$ cat src/rtl/fwd_hazard_unit.sv
// Operand-forwarding and load-use hazard unit for the RV32 decode/issue point.
// Keeps the destination info of up to DEPTH older in-flight instructions.
// For each used source it returns a registered forward distance (0 = regfile).
// It also raises a combinational stall when the nearest producer is a load
// that cannot deliver its result in time.
module fwd_hazard_unit #(
    parameter int DEPTH        = 2,
    parameter int LOAD_LAT     = 1,
    parameter int FLUSH_STAGES = 1,
    parameter int CNT_W        = 16,
    localparam int SEL_W       = $clog2(DEPTH + 1)
) (
    input  logic             clk,
    input  logic             rst,
    input  logic             in_valid,
    input  logic [4:0]       in_rs1,
    input  logic [4:0]       in_rs2,
    input  logic             in_use_rs1,
    input  logic             in_use_rs2,
    input  logic [4:0]       in_rd,
    input  logic             in_rd_wen,
    input  logic             in_is_load,
    input  logic             flush,
    input  logic             pipe_hold,
    output logic             stall,
    output logic [SEL_W-1:0] fwd_sel_a,
    output logic [SEL_W-1:0] fwd_sel_b,
    output logic [CNT_W-1:0] stall_count
);

    // In-flight producer tracking, index 1 = youngest.
    logic [DEPTH:1]   r_stg_vld;
    logic [DEPTH:1]   r_stg_wen;
    logic [DEPTH:1]   r_stg_ld;
    logic [4:0]       r_stg_rd [1:DEPTH];

    // Selects registered so they line up with the consumer entering stage 1.
    logic [SEL_W-1:0] r_sel_a_p1;
    logic [SEL_W-1:0] r_sel_b_p1;
    logic [CNT_W-1:0] r_stall_cnt;

    logic [SEL_W:0]   w_res_a;
    logic [SEL_W:0]   w_res_b;
    logic             w_hazard;
    logic             w_stall;
    logic             w_advance;

    // Count up, sticking at all-ones instead of wrapping.
    function automatic logic [CNT_W-1:0] sat_inc(input logic [CNT_W-1:0] v);
        return (&v) ? v : v + CNT_W'(1);
    endfunction

    // Result is {hazard, select}. The scan runs from the oldest stage to the
    // youngest, so the youngest matching producer is the one that remains.
    // x0 is never forwarded.
    function automatic logic [SEL_W:0] resolve(input logic [4:0] rs, input logic use_rs);
        logic [SEL_W:0] res;
        res = '0;
        if (use_rs && rs != 5'd0) begin
            for (int s = DEPTH; s >= 1; s--) begin
                if (r_stg_vld[s] && r_stg_wen[s] && r_stg_rd[s] == rs) begin
                    if (r_stg_ld[s] && s <= LOAD_LAT)
                        res = {1'b1, {SEL_W{1'b0}}};
                    else
                        res = {1'b0, SEL_W'(s)};
                end
            end
        end
        return res;
    endfunction

    // Resolve both sources against the tracked stages and form the stall.
    always_comb begin
        w_res_a   = resolve(in_rs1, in_use_rs1);
        w_res_b   = resolve(in_rs2, in_use_rs2);
        w_hazard  = in_valid & (w_res_a[SEL_W] | w_res_b[SEL_W]);
        w_stall   = w_hazard & ~flush & ~pipe_hold;
        w_advance = flush | ~pipe_hold;
    end

    // Control state: stage valids, select registers and the stall counter.
    always_ff @(posedge clk) begin
        if (rst) begin
            r_stg_vld   <= '0;
            r_sel_a_p1  <= '0;
            r_sel_b_p1  <= '0;
            r_stall_cnt <= '0;
        end else if (w_advance) begin
            for (int k = DEPTH; k >= 2; k--)
                r_stg_vld[k] <= r_stg_vld[k-1] & ~(flush && (k - 1) <= FLUSH_STAGES);
            if (flush || w_stall) begin
                r_stg_vld[1] <= 1'b0;
                r_sel_a_p1   <= '0;
                r_sel_b_p1   <= '0;
            end else begin
                r_stg_vld[1] <= in_valid;
                r_sel_a_p1   <= in_valid ? w_res_a[SEL_W-1:0] : '0;
                r_sel_b_p1   <= in_valid ? w_res_b[SEL_W-1:0] : '0;
            end
            if (w_stall)
                r_stall_cnt <= sat_inc(r_stall_cnt);
        end
    end

    // Producer payload shifts with the valids and is qualified by them.
    always_ff @(posedge clk) begin
        if (w_advance) begin
            for (int k = DEPTH; k >= 2; k--) begin
                r_stg_rd[k]  <= r_stg_rd[k-1];
                r_stg_wen[k] <= r_stg_wen[k-1];
                r_stg_ld[k]  <= r_stg_ld[k-1];
            end
            r_stg_rd[1]  <= in_rd;
            r_stg_wen[1] <= in_rd_wen;
            r_stg_ld[1]  <= in_is_load;
        end
    end

    assign stall       = w_stall;
    assign fwd_sel_a   = r_sel_a_p1;
    assign fwd_sel_b   = r_sel_b_p1;
    assign stall_count = r_stall_cnt;

endmodule

$ cat config.mk
export PLATFORM = sky130hd
export DESIGN_NAME = fwd_hazard_unit
export DESIGN_NICKNAME = d
export VERILOG_FILES = /design/src/rtl/fwd_hazard_unit.sv
export SDC_FILE = /design/constraint.sdc
export NUM_CORES = 1
export LEC_CHECK = 0
export BUFFER_PORTS_ARGS = -buffer_cell sky130_fd_sc_hd__buf_2
export CAP_MARGIN = 20
export CORE_MARGIN = 5
export CORE_UTILIZATION = 52
export DETAILED_ROUTE_END_ITERATION = 8
export PLACE_DENSITY = 0.78
export SYNTH_ARGS = -nofsm -noshare
export SYNTH_HDL_FRONTEND = slang
export SYNTH_SLANG_ARGS = --single-unit
$ cat constraint.sdc
create_clock -name clk -period 2.54 [get_ports clk]
set_input_delay 0.381 -clock clk [delete_from_list [all_inputs] [get_ports clk]]
set_output_delay 0.381 -clock clk [all_outputs]
set_load 0.05 [all_outputs]
==> flow_summary_export.csv <==
group,metric,value,unit
detailed_routing,wl,3.86,mm
synth,synthTopCellsByArea,"dfxtp_1 25%, edfxtp_1 22%, xnor2_1 5.4%",
floorplanning,die-width,68.4,µm
worst_setup_path,rr_startpoint,"r_stg_rd[1][3]",
placed_design,globalplace.congestion,0.844,
floorplanning,io_pins,45,
synth,synth_cell_type_count,42,
worst_setup_path,cp_slowest_cell,"edfxtp_1",
layout,layout.nets,256,
synth,synth_cells,179,
placed_design,post-dp-hpwl,2.93,mm
timing,worst_slew_pin_slew,552,ps
timing,fin_worst_skew,7.38,ps
grt,track_usage,17.9,%
worst_setup_path,critPathTopFamily,"simple AND/OR/NAND/NOR gates",
worst_setup_path,max_stage_delay,450,ps
clock_tree,cts_tree,"yes",
worst_setup_path,worst_ep_required_time,2160,ps
detailed_routing,antenna_left,0,
power_and_ir_drop,power.density,472,nW/µm²
power_and_ir_drop,vdd_drop_max,0.295,mV
synth,synth_top_cell_area_share,24.8,%
synth,ys_seq_elements,35,
layout,syn2layout_area_growth,19.7,%
detailed_routing,dr.pass1.iters,4,
grt,grt_pass1_wl,6.22,mm
timing,finalSetupTns,0,ps
synth,yosys.area.top_type,"dfxtp_1",
placed_design,post-place-cells,269,
clock_tree,clk_path_buf_depth,2,
clock_tree,holdBufCountCts,0,
worst_setup_path,setup.worst_path.end_class,"output port",
synth,async_reset_ff_share,0,%
synth,synth_nets,204,
hold_path,holdPathEnd,"r_stg_wen[1]",
clock_tree,clock-sinks,35,
synth,synth-seq-area-share,46.8,%
synth,synth_enable_flop_cells,13,
timing,period_minus_slack,2450,ps
worst_setup_path,path_buf_inv,2,
timing,slew_viol_final,0,
layout,diodes,0,
flow_run,maxCapViolCount,0,
power_and_ir_drop,p_leak,0.807,nW
timing,relSlewSlack,63.1,%
worst_setup_path,crit_arrival,2070,ps
grt,antenna_found_initial,0,
floorplanning,dieArea,4680,µm²
timing,finalSetupViolCount,0,
floorplanning,std_cell_rows,21,
grt,overflow,0,
synth,synthFlopType,"dfxtp_1",
synth,synth_common_cells,"22 x dfxtp_1, 13 x edfxtp_1, 12 x nor2_1",
worst_setup_path,timing.rr.end,"stall_count[7]",
timing,hold_violations,0,
grt,grt_pass1_vias,1417,
timing,fmax,408,MHz
layout,fin_cells,278,
timing,setup_ws,90.7,ps
synth,yosysWarnings,0,
clock_tree,cts_root_buffer,"clkbuf_4",
placed_design,port_buffers,44,
floorplanning,start_util,53.6,%
layout,drive_gt1_share,27.2,%
floorplanning,fp.dieH,68.4,µm
hold_path,min_from,"in_rd_wen",
hold_path,whs_path_depth,1,
synth,synth.cell_area,1770,µm²
detailed_routing,vias_per_cell,5.55,
detailed_routing,dr_total_vias,1542,
timing,rsz0062_at_grt,"no",
worst_setup_path,r2r_slack,300,ps
synth,synth.most_common_cell,"dfxtp_1",
clock_tree,h-tree-depth,2,
grt,grt_start_max_net_pins,23,
worst_setup_path,crit_type,"register to output port",
detailed_routing,routedWlPerCell,13.9,µm
detailed_routing,drc,0,
worst_setup_path,worstRegToRegCells,7,
clock_tree,insertion_delay,330,ps
detailed_routing,drtIter0Drc,121,
worst_setup_path,path_max_fanout,3,
clock_tree,cts_made_buffers,5,
status,status,"finished clean",
worst_setup_path,crit_chain,"xor2_1, nor4_2, and4bb_2, o211ai_1, inv_1, buf_2",
worst_setup_path,cp-start-kind,"register",
clock_tree,cts.reportedPaths.clkPinSlew,100,ps
hold_path,worstHoldPathType,"input port to register",
floorplanning,coreArea,3310,µm²
synth,avgSynthCellArea,9.91,µm²
placed_design,post-place-ws,187,ps
timing,min_period_over_period,96.4,%
repair_timing:
item,in CTS,in global routing
pin swaps,1,0
endpoints found under the setup margin,1,1
resized for setup,0,1
buffers inserted,1,0
power breakdown:
part	switching (mW)	internal (mW)	leakage, nW
Combinational	0.0490	0.0463	0.468
Clock	0.170	0.108	0.0293
Sequential	0.0218	0.607	0.310
area by class of cell:
| type | instances | area (µm²) |
|---|---|---|
| fillers | 297 | 1190 |
| multi-input cells | 135 | 912 |
| flip-flops and latches | 35 | 831 |
| repair buffers | 48 | 250 |
| well taps | 46 | 57.6 |
| clock buffers | 7 | 45.0 |
| inverters | 6 | 22.5 |
| clock inverters | 1 | 5.00 |
worst max path at each step:
stage / from / to / cells past startpoint
after global routing: r_stg_rd[1][3] / stall / 6
after floorplan: stall_count[0] / stall_count[2] / 7
after CTS: r_stg_rd[1][3] / stall / 6
after global placement: in_rs2[1] / stall_count[15] / 8
final: r_stg_rd[1][3] / stall / 6
after detailed placement: in_rs2[1] / stall / 7
per-layer routing:
| layer | GRT usage [%] | routed length (µm) | up-vias |
|---|---|---|---|
| met5 | 0 | 0 | - |
| met4 | 6.70 | 43 | 0 |
| met3 | 4.76 | 197 | 6 |
| met2 | 30.5 | 1950 | 41 |
| met1 | 21.2 | 1670 | 717 |
| li1 | - | - | 778 |
kinds of logic after synthesis:
kind of cell	count (synthesis)	synth area share, %
compound gates	40	15.4
xor+xnor	22	10.9
fa+ha+maj	1	0.705
buf+inv	9	2.12
flops	35	46.8
mux	4	2.33
simple gates	68	21.8
cell usage in the layout (no fill, tap or decap), drive strengths merged, types with 2 or more instances in the layout:
cell type / Yosys / routed
o21ba: 2 / 2
or4: 4 / 4
o2111ai: 3 / 3
o31ai: 3 / 3
buf: 1 / 48
nand4: 5 / 5
edfxtp: 13 / 13
o211ai: 2 / 2
and3: 2 / 2
nor3: 4 / 4
nor2: 13 / 13
mux2i: 3 / 3
nand3: 9 / 9
a21oi: 10 / 10
xor2: 11 / 11
nor2b: 2 / 2
a22oi: 2 / 2
clkbuf: 2 / 7
or3: 6 / 6
and4: 2 / 2
nand2: 11 / 11
nor4: 6 / 6
dfxtp: 22 / 22
inv: 6 / 6
xnor2: 11 / 11
o21ai: 13 / 13
sequential cells by signal, indices dropped and copies added, names as in the netlist:
name / flops
fwd_sel_a: 2
fwd_sel_b: 2
r_stg_ld: 1
r_stg_rd: 10
r_stg_vld: 2
r_stg_wen: 2
stall_count: 16
stage by stage:
| step | instance area, µm² | utilization [%] | hold WS (ps) | power [mW] |
|---|---|---|---|---|
| CTS | 2120 | 63.9 | 206 | 1.01 |
| floorplan | 1770 | - | 451 | 0.694 |
| detailed placement | 2060 | 62.2 | 449 | 0.735 |
| global placement | 2060 | 62.2 | 438 | 0.732 |
| global route | 2120 | 64.1 | 196 | 1.05 |
| finish | 2120 | 64.1 | 213 | 1.00 |
No activity file was read; power rests on OpenSTA's default activity.
